### config.mk
export PLATFORM = sky130hd
export DESIGN_NAME = xgmii_decoder
export DESIGN_NICKNAME = d
export VERILOG_FILES = /design/src/rtl/xgmii_pkg.sv /design/src/rtl/xgmii_block_decode.sv /design/src/rtl/xgmii_decoder.sv
export SDC_FILE = /design/constraint.sdc
export NUM_CORES = 1
export LEC_CHECK = 0
export CAP_MARGIN = 20
export CORE_MARGIN = 2
export CORE_UTILIZATION = 45
export DETAILED_ROUTE_END_ITERATION = 16
export GPL_TIMING_DRIVEN = 0
export PLACE_DENSITY = 0.67
export SLEW_MARGIN = 20
export SYNTH_ARGS = -nofsm -noshare
export SYNTH_HDL_FRONTEND = slang
export SYNTH_HIERARCHICAL = 1
export SYNTH_SLANG_ARGS = --single-unit
### constraint.sdc
create_clock -name i_clk -period 4.41 [get_ports i_clk]
set_input_delay 0.441 -clock i_clk [delete_from_list [all_inputs] [get_ports i_clk]]
set_output_delay 0.441 -clock i_clk [all_outputs]
set_load 0.01 [all_outputs]
### src/rtl/xgmii_pkg.sv
// XGMII control characters and 64b/66b block-type constants, shared by the
// encoder and decoder.
package xgmii_pkg;

  localparam logic [7:0] XGMII_IDLE  = 8'h07;
  localparam logic [7:0] XGMII_START = 8'hFB;
  localparam logic [7:0] XGMII_TERM  = 8'hFD;
  localparam logic [7:0] XGMII_ERROR = 8'hFE;

  localparam logic [1:0] SYNC_DATA = 2'b01;
  localparam logic [1:0] SYNC_CTRL = 2'b10;

  localparam logic [7:0] BT_IDLE   = 8'h1E;
  localparam logic [7:0] BT_START0 = 8'h78;
  localparam logic [7:0] BT_START4 = 8'h33;
  localparam logic [7:0] BT_TERM0  = 8'h87;
  localparam logic [7:0] BT_TERM1  = 8'h99;
  localparam logic [7:0] BT_TERM2  = 8'hAA;
  localparam logic [7:0] BT_TERM3  = 8'hB4;
  localparam logic [7:0] BT_TERM4  = 8'hCC;
  localparam logic [7:0] BT_TERM5  = 8'hD2;
  localparam logic [7:0] BT_TERM6  = 8'hE1;
  localparam logic [7:0] BT_TERM7  = 8'hFF;

  typedef enum logic {HALF_LOW, HALF_HIGH} half_e;

  // Lane index of the terminate character, or -1 if not a terminate type.
  function automatic int term_index(input logic [7:0] bt);
    case (bt)
      BT_TERM0: return 0;
      BT_TERM1: return 1;
      BT_TERM2: return 2;
      BT_TERM3: return 3;
      BT_TERM4: return 4;
      BT_TERM5: return 5;
      BT_TERM6: return 6;
      BT_TERM7: return 7;
      default:  return -1;
    endcase
  endfunction

endpackage

### src/rtl/xgmii_block_decode.sv
// Combinational 64b/66b block classifier and lane mapper; lane 0 is the
// low byte of o_rxd.
module xgmii_block_decode
  import xgmii_pkg::*;
#(
  parameter int DATA_WIDTH = 32,
  parameter int HDR_WIDTH  = 2,
  parameter int CTRL_WIDTH = DATA_WIDTH / 8
) (
  input  logic [HDR_WIDTH-1:0]    i_sync_hdr,
  input  logic [2*DATA_WIDTH-1:0] i_block,
  output logic [2*DATA_WIDTH-1:0] o_rxd,
  output logic [2*CTRL_WIDTH-1:0] o_rxc,
  output logic                    o_err
);

  localparam int NL = 2 * CTRL_WIDTH;
  localparam int BW = 2 * DATA_WIDTH;

  logic [BW-1:0] payload;
  logic          bad;
  int            term_k;

  // Payload byte i is block byte i+1, i.e. the bytes following the type byte.
  assign payload = i_block >> 8;
  assign term_k  = term_index(i_block[7:0]);

  always_comb begin
    o_rxd = '0;
    o_rxc = '0;
    o_err = 1'b0;
    bad   = 1'b0;
    if (i_sync_hdr == HDR_WIDTH'(SYNC_DATA)) begin
      o_rxd = i_block;
    end else if (i_sync_hdr == HDR_WIDTH'(SYNC_CTRL)) begin
      case (i_block[7:0])
        BT_IDLE: begin
          if (i_block[BW-1:8] == '0) begin
            o_rxd = {NL{XGMII_IDLE}};
            o_rxc = '1;
          end else begin
            bad = 1'b1;
          end
        end
        BT_START0: begin
          o_rxd    = {i_block[BW-1:8], XGMII_START};
          o_rxc[0] = 1'b1;
        end
        BT_START4: begin
          for (int i = 0; i < NL; i++) begin
            if (i < 4) begin
              o_rxd[8*i +: 8] = XGMII_IDLE;
              o_rxc[i]        = 1'b1;
            end else if (i == 4) begin
              o_rxd[8*i +: 8] = XGMII_START;
              o_rxc[i]        = 1'b1;
            end else begin
              o_rxd[8*i +: 8] = i_block[8*i +: 8];
            end
          end
        end
        default: begin
          if (term_k >= 0 && term_k < NL) begin
            for (int i = 0; i < NL; i++) begin
              if (i < term_k) begin
                o_rxd[8*i +: 8] = payload[8*i +: 8];
              end else if (i == term_k) begin
                o_rxd[8*i +: 8] = XGMII_TERM;
                o_rxc[i]        = 1'b1;
              end else begin
                o_rxd[8*i +: 8] = XGMII_IDLE;
                o_rxc[i]        = 1'b1;
              end
            end
          end else begin
            bad = 1'b1;
          end
        end
      endcase
    end else begin
      bad = 1'b1;
    end

    if (bad) begin
      o_rxd = {NL{XGMII_ERROR}};
      o_rxc = '1;
      o_err = 1'b1;
    end
  end

endmodule

### src/rtl/xgmii_decoder.sv
// 64b/66b to XGMII decoder over a half-block (two-beat) datapath: holds the
// low beat, decodes on the high beat, emits low then high XGMII words.
module xgmii_decoder
  import xgmii_pkg::*;
#(
  parameter int DATA_WIDTH = 32,
  parameter int HDR_WIDTH  = 2,
  parameter int CTRL_WIDTH = DATA_WIDTH / 8
) (
  input  logic                  i_clk,
  input  logic                  i_reset,
  input  logic [DATA_WIDTH-1:0] i_rx_data,
  input  logic [HDR_WIDTH-1:0]  i_rx_sync_hdr,
  input  logic                  i_rx_hdr_valid,
  input  logic                  i_rx_data_valid,
  input  logic                  i_rx_block_lock,
  output logic [DATA_WIDTH-1:0] o_xgmii_rxd,
  output logic [CTRL_WIDTH-1:0] o_xgmii_rxc,
  output logic                  o_xgmii_valid,
  output logic                  o_decode_err
);

  localparam int BW = 2 * DATA_WIDTH;
  localparam int CW = 2 * CTRL_WIDTH;

  half_e                 half_q, half_d;
  logic [DATA_WIDTH-1:0] low_data_q, low_data_d;
  logic [HDR_WIDTH-1:0]  low_hdr_q, low_hdr_d;
  logic [DATA_WIDTH-1:0] hi_rxd_q, hi_rxd_d;
  logic [CTRL_WIDTH-1:0] hi_rxc_q, hi_rxc_d;
  logic                  hi_pend_q, hi_pend_d;
  logic [DATA_WIDTH-1:0] rxd_q, rxd_d;
  logic [CTRL_WIDTH-1:0] rxc_q, rxc_d;
  logic                  valid_q, valid_d;
  logic                  err_q, err_d;

  logic [BW-1:0]         dec_rxd;
  logic [CW-1:0]         dec_rxc;
  logic                  dec_err;

  xgmii_block_decode #(
    .DATA_WIDTH (DATA_WIDTH),
    .HDR_WIDTH  (HDR_WIDTH),
    .CTRL_WIDTH (CTRL_WIDTH)
  ) u_block_decode (
    .i_sync_hdr (low_hdr_q),
    .i_block    ({i_rx_data, low_data_q}),
    .o_rxd      (dec_rxd),
    .o_rxc      (dec_rxc),
    .o_err      (dec_err)
  );

  always_comb begin
    half_d     = half_q;
    low_data_d = low_data_q;
    low_hdr_d  = low_hdr_q;
    hi_rxd_d   = hi_rxd_q;
    hi_rxc_d   = hi_rxc_q;
    hi_pend_d  = 1'b0;
    rxd_d      = rxd_q;
    rxc_d      = rxc_q;
    valid_d    = 1'b0;
    err_d      = 1'b0;

    // High beats are at least two cycles apart, so a pending high word never
    // collides with the low word of the next block.
    if (hi_pend_q) begin
      rxd_d   = hi_rxd_q;
      rxc_d   = hi_rxc_q;
      valid_d = 1'b1;
    end

    if (!i_rx_block_lock) begin
      half_d = HALF_LOW;
    end else if (i_rx_data_valid) begin
      if (i_rx_hdr_valid) begin
        err_d      = (half_q == HALF_HIGH);
        low_data_d = i_rx_data;
        low_hdr_d  = i_rx_sync_hdr;
        half_d     = HALF_HIGH;
      end else if (half_q == HALF_LOW) begin
        err_d = 1'b1;
      end else begin
        rxd_d     = dec_rxd[DATA_WIDTH-1:0];
        rxc_d     = dec_rxc[CTRL_WIDTH-1:0];
        valid_d   = 1'b1;
        err_d     = dec_err;
        hi_rxd_d  = dec_rxd[BW-1:DATA_WIDTH];
        hi_rxc_d  = dec_rxc[CW-1:CTRL_WIDTH];
        hi_pend_d = 1'b1;
        half_d    = HALF_LOW;
      end
    end
  end

  always_ff @(posedge i_clk) begin
    if (i_reset) begin
      half_q     <= HALF_LOW;
      low_data_q <= '0;
      low_hdr_q  <= '0;
      hi_rxd_q   <= '0;
      hi_rxc_q   <= '0;
      hi_pend_q  <= 1'b0;
      rxd_q      <= {CTRL_WIDTH{XGMII_IDLE}};
      rxc_q      <= '1;
      valid_q    <= 1'b0;
      err_q      <= 1'b0;
    end else begin
      half_q     <= half_d;
      low_data_q <= low_data_d;
      low_hdr_q  <= low_hdr_d;
      hi_rxd_q   <= hi_rxd_d;
      hi_rxc_q   <= hi_rxc_d;
      hi_pend_q  <= hi_pend_d;
      rxd_q      <= rxd_d;
      rxc_q      <= rxc_d;
      valid_q    <= valid_d;
      err_q      <= err_d;
    end
  end

  assign o_xgmii_rxd   = rxd_q;
  assign o_xgmii_rxc   = rxc_q;
  assign o_xgmii_valid = valid_q;
  assign o_decode_err  = err_q;

endmodule

==> impl_metrics.json <==
{
  "hold_buf_count_cts": 0,
  "dp_hpwl_um": 18400,
  "critical_path.startpoint_type": "input pin",
  "root_buffer": "sky130_fd_sc_hd__clkbuf_16",
  "worst_r2r_endpoint": "o_xgmii_rxd[21]$_SDFF_PP0_",
  "crit_slowest_cell": "sky130_fd_sc_hd__clkdlybuf4s50_1",
  "worstRegToRegCells": 9,
  "clock_latency_ns": 0.36,
  "cts_setup_buffers": 0,
  "finalPower_mw": 2.04,
  "floorplan.io_pins": 77,
  "via_count_of_the_first_global_routing_pass": 6480,
  "design.core.area_mm2": 0.0132,
  "synth_warnings": 6,
  "post_synth_most_frequent_cells": "192 x sky130_fd_sc_hd__nand2_1, 110 x sky130_fd_sc_hd__dfxtp_1, 104 x sky130_fd_sc_hd__a21oi_1, 78 x sky130_fd_sc_hd__nor2_1, 41 x sky130_fd_sc_hd__a211oi_1",
  "gp_congestion": 1.02,
  "path_buf_inv": 2,
  "synthToLayoutAreaGrowth_pct": 20.7,
  "yosys.cell_count.top_type": "sky130_fd_sc_hd__nand2_1",
  "finalSetupViolations": 0,
  "clock-sinks": 110,
  "synth_flop_cell": "sky130_fd_sc_hd__dfxtp_1",
  "postSynthNetCount": 878,
  "floorplan.rows": 42,
  "relSlewSlack_pct": 43.5,
  "path_cells": "clkdlybuf4s50_1, nor4_1, nand4_1, nor4_2, o21ai_1, o21ai_4, clkbuf_1, o21ai_0, nor2_1, a211oi_1",
  "worstSetupPathType": "in -> reg",
  "die_outline_area_mm2": 0.0145,
  "finalCriticalPeriod_ns": 3.37,
  "worst_ir_drop_vdd_mv": 0.292,
  "max_cap_viol_count": 0,
  "number_of_inserted_filler_cells_in_the_final_layout": 1358,
  "start_util_pct": 46.2,
  "route.vias.total": 6760,
  "drtAntennaViolNets": 0,
  "path_clk_slew_ns": 0.08,
  "chipWidth_um": 121,
  "yosys.area.top_type_share_pct": 36.0,
  "remaining_drc_errors": 0,
  "avgRoutedWirePerCell_um": 21.8,
  "routed_via_density": 6.11,
  "crit_family": "simple AND/OR/NAND/NOR gates",
  "hold_sp": "hi_rxd_q[14]$_SDFFE_PP0P_",
  "layout-drive-gt1-share_pct": 6.67,
  "critical_path_arrival_ns": 3.60,
  "crit_path_max_fanout": 10,
  "finish.net_count": 964,
  "postRouteWirelength_um": 24100,
  "cts-htree-levels": 3,
  "synthesis.area_per_instance_um2": 7.29,
  "finalSetupTns_ns": 0,
  "critical_path_cell_count": 10,
  "antenna-diode-count": 0,
  "cts_repair_resize_count": 0,
  "detail_route.first_pass.iterations": 5,
  "final-hold-violation-count": 0,
  "endpoint_kind": "flip-flop",
  "fp.dieH_um": 121,
  "synth.distinct_cells": 59,
  "grt_first_pass_wirelength_um": 37300,
  "status": "completed",
  "timing.critical_path.required_ns": 4.64,
  "cts-buffers-inserted": 9,
  "final_max_slew_viol_count": 0,
  "ys_seq_elements": 110,
  "worst_slew_pin_slew_ns": 0.842,
  "powerDensity_mw_per_mm2": 276,
  "yosysSeqAreaShare_pct": 36.0,
  "synth_area_leaders": "sky130_fd_sc_hd__dfxtp_1 36%, sky130_fd_sc_hd__nand2_1 12%, sky130_fd_sc_hd__a21oi_1 8.5%",
  "end_point_of_the_critical_path": "o_xgmii_rxd[22]$_SDFF_PP0_",
  "grt.total_usage_pct": 33.8,
  "tritoncts": "done",
  "period_share_pct": 76.4,
  "timing.critical_path.slowest_cell_delay_ns": 0.59,
  "p_leak_nw": 2.45,
  "synth.cell_area_mm2": 0.00612,
  "synth-edff-count": 0,
  "setup.worst_path.start": "i_rx_data[1]",
  "grt_start_max_net_pins": 20,
  "grt_antenna_before_repair": 0,
  "max_clock_freq_ghz": 0.297,
  "cts.path.max_buffers": 2,
  "proportion_of_synthesized_flip_flops_having_asynchronous_set_or_reset_pct": 0,
  "buffer_ports.inserted": 75,
  "grt_setup_unrepaired": "no",
  "regToRegSetupSlack_ns": 1.22,
  "worst_r2r_startpoint": "low_data_q[6]$_SDFFE_PP0P_",
  "post_synthesis_cell_count": 839,
  "cell_accounting_for_the_most_synthesized_area": "sky130_fd_sc_hd__dfxtp_1",
  "drt_first_iter_violations": 874,
  "grt.overflow.total": 0,
  "fin_skew_ns": 0.00796,
  "timing.hold.worst.class": "reg -> reg"
}
layout by cell type (no fill, tap or decap), drive strengths merged, types with 5 or more instances in the layout:
cell / n
nand2b: 5
o21bai: 16
nand2: 193
o21ai: 37
buf: 34
mux2i: 21
o22ai: 12
nand3: 23
and3: 5
a21oi: 104
nor2: 78
a211o: 19
clkbuf: 41
dfxtp: 110
o2bb2ai: 5
inv: 9
nand4: 6
nor4: 17
clkdlybuf4s50: 75
a211oi: 42
nor2b: 24
per-layer routing:
metal  global-route usage (%)  wire length (µm)  vias up
met5                        0                 0        -
met4                     14.3               872        0
met3                     6.13              2120       57
met2                     53.4             10700      367
met1                     45.4             10400     3175
li1                         -                 -     3161
worst register-to-register path: stages, from the launching register on:
cell and delay [ns]:
sky130_fd_sc_hd__dfxtp_1 0.38, sky130_fd_sc_hd__buf_2 0.23, sky130_fd_sc_hd__nand4_1 0.18, sky130_fd_sc_hd__o22ai_1 0.40
sky130_fd_sc_hd__a22oi_1 0.30, sky130_fd_sc_hd__a311oi_1 0.81, sky130_fd_sc_hd__a21oi_1 0.13, sky130_fd_sc_hd__o21ai_0 0.38
sky130_fd_sc_hd__nor2_1 0.09, sky130_fd_sc_hd__a211oi_1 0.21
worst min-delay path by stage:
stage / end / slack (ns) / cells past startpoint
2_1_floorplan: low_data_q[4]$_SDFFE_PP0P_ / 0.43 / 2
3_3_place_gp: hi_rxd_q[14]$_SDFFE_PP0P_ / 0.44 / 2
3_5_place_dp: hi_rxd_q[14]$_SDFFE_PP0P_ / 0.45 / 2
4_1_cts: hi_rxd_q[14]$_SDFFE_PP0P_ / 0.46 / 2
5_1_grt: hi_rxd_q[25]$_SDFFE_PP0P_ / 0.48 / 2
6_report: hi_rxd_q[14]$_SDFFE_PP0P_ / 0.46 / 2
stage by stage:
stage / area (µm²) / hold slack (ns) / utilization [%] / cells / setup slack [ns]
floorplan: 6120 / 0.433 / - / 839 / 2.02
global placement: 7090 / 0.443 / 53.5 / 1090 / 0.777
detailed placement: 7100 / 0.446 / 53.6 / 1090 / 0.822
CTS: 7390 / 0.457 / 55.8 / 1106 / 1.18
global route: 7390 / 0.480 / 55.8 / 1106 / 0.828
finish: 7390 / 0.457 / 55.8 / 1106 / 1.04
logic make-up (layout without fill, tap and decap cells):
logic type             after synthesis  count (layout)  share of synthesized area [%]
multiplexers                        21              21                           3.43
AO/OA/AOI/OAI                      263             263                           27.5
flip-flops                         110             110                           36.0
AND/OR/NAND/NOR                    374             374                           27.8
buffers and inverters               71             162                           5.32
registers in the layout, indices dropped and copies added (netlist names):
name	flops
o_xgmii_rxd	32
hi_rxc_q	4
low_data_q	32
half_q	1
hi_pend_q	1
low_hdr_q	2
o_xgmii_rxc	4
hi_rxd_q	32
o_xgmii_valid	1
o_decode_err	1
cell type report:
class                      instances  area [µm²]  share of cell area (%)
clock buffer                      10         239                    3.24
multi-input combinational        658        3600                    48.7
tap                              176         220                    2.98
inverter                           6        22.5                   0.305
buffer                            65         303                    4.10
clock inverter                     6        52.6                   0.711
timing repair buffer              75         751                    10.2
sequential                       110        2200                    29.8
where the power goes:
part	switching (mW)	leakage, nW	internal (mW)
clock	0.406	0.143	0.410
sequential	0.0190	0.890	1.01
combinational	0.122	1.41	0.0753
total	0.547	2.45	1.49
Power figures use the tool's default switching activity.
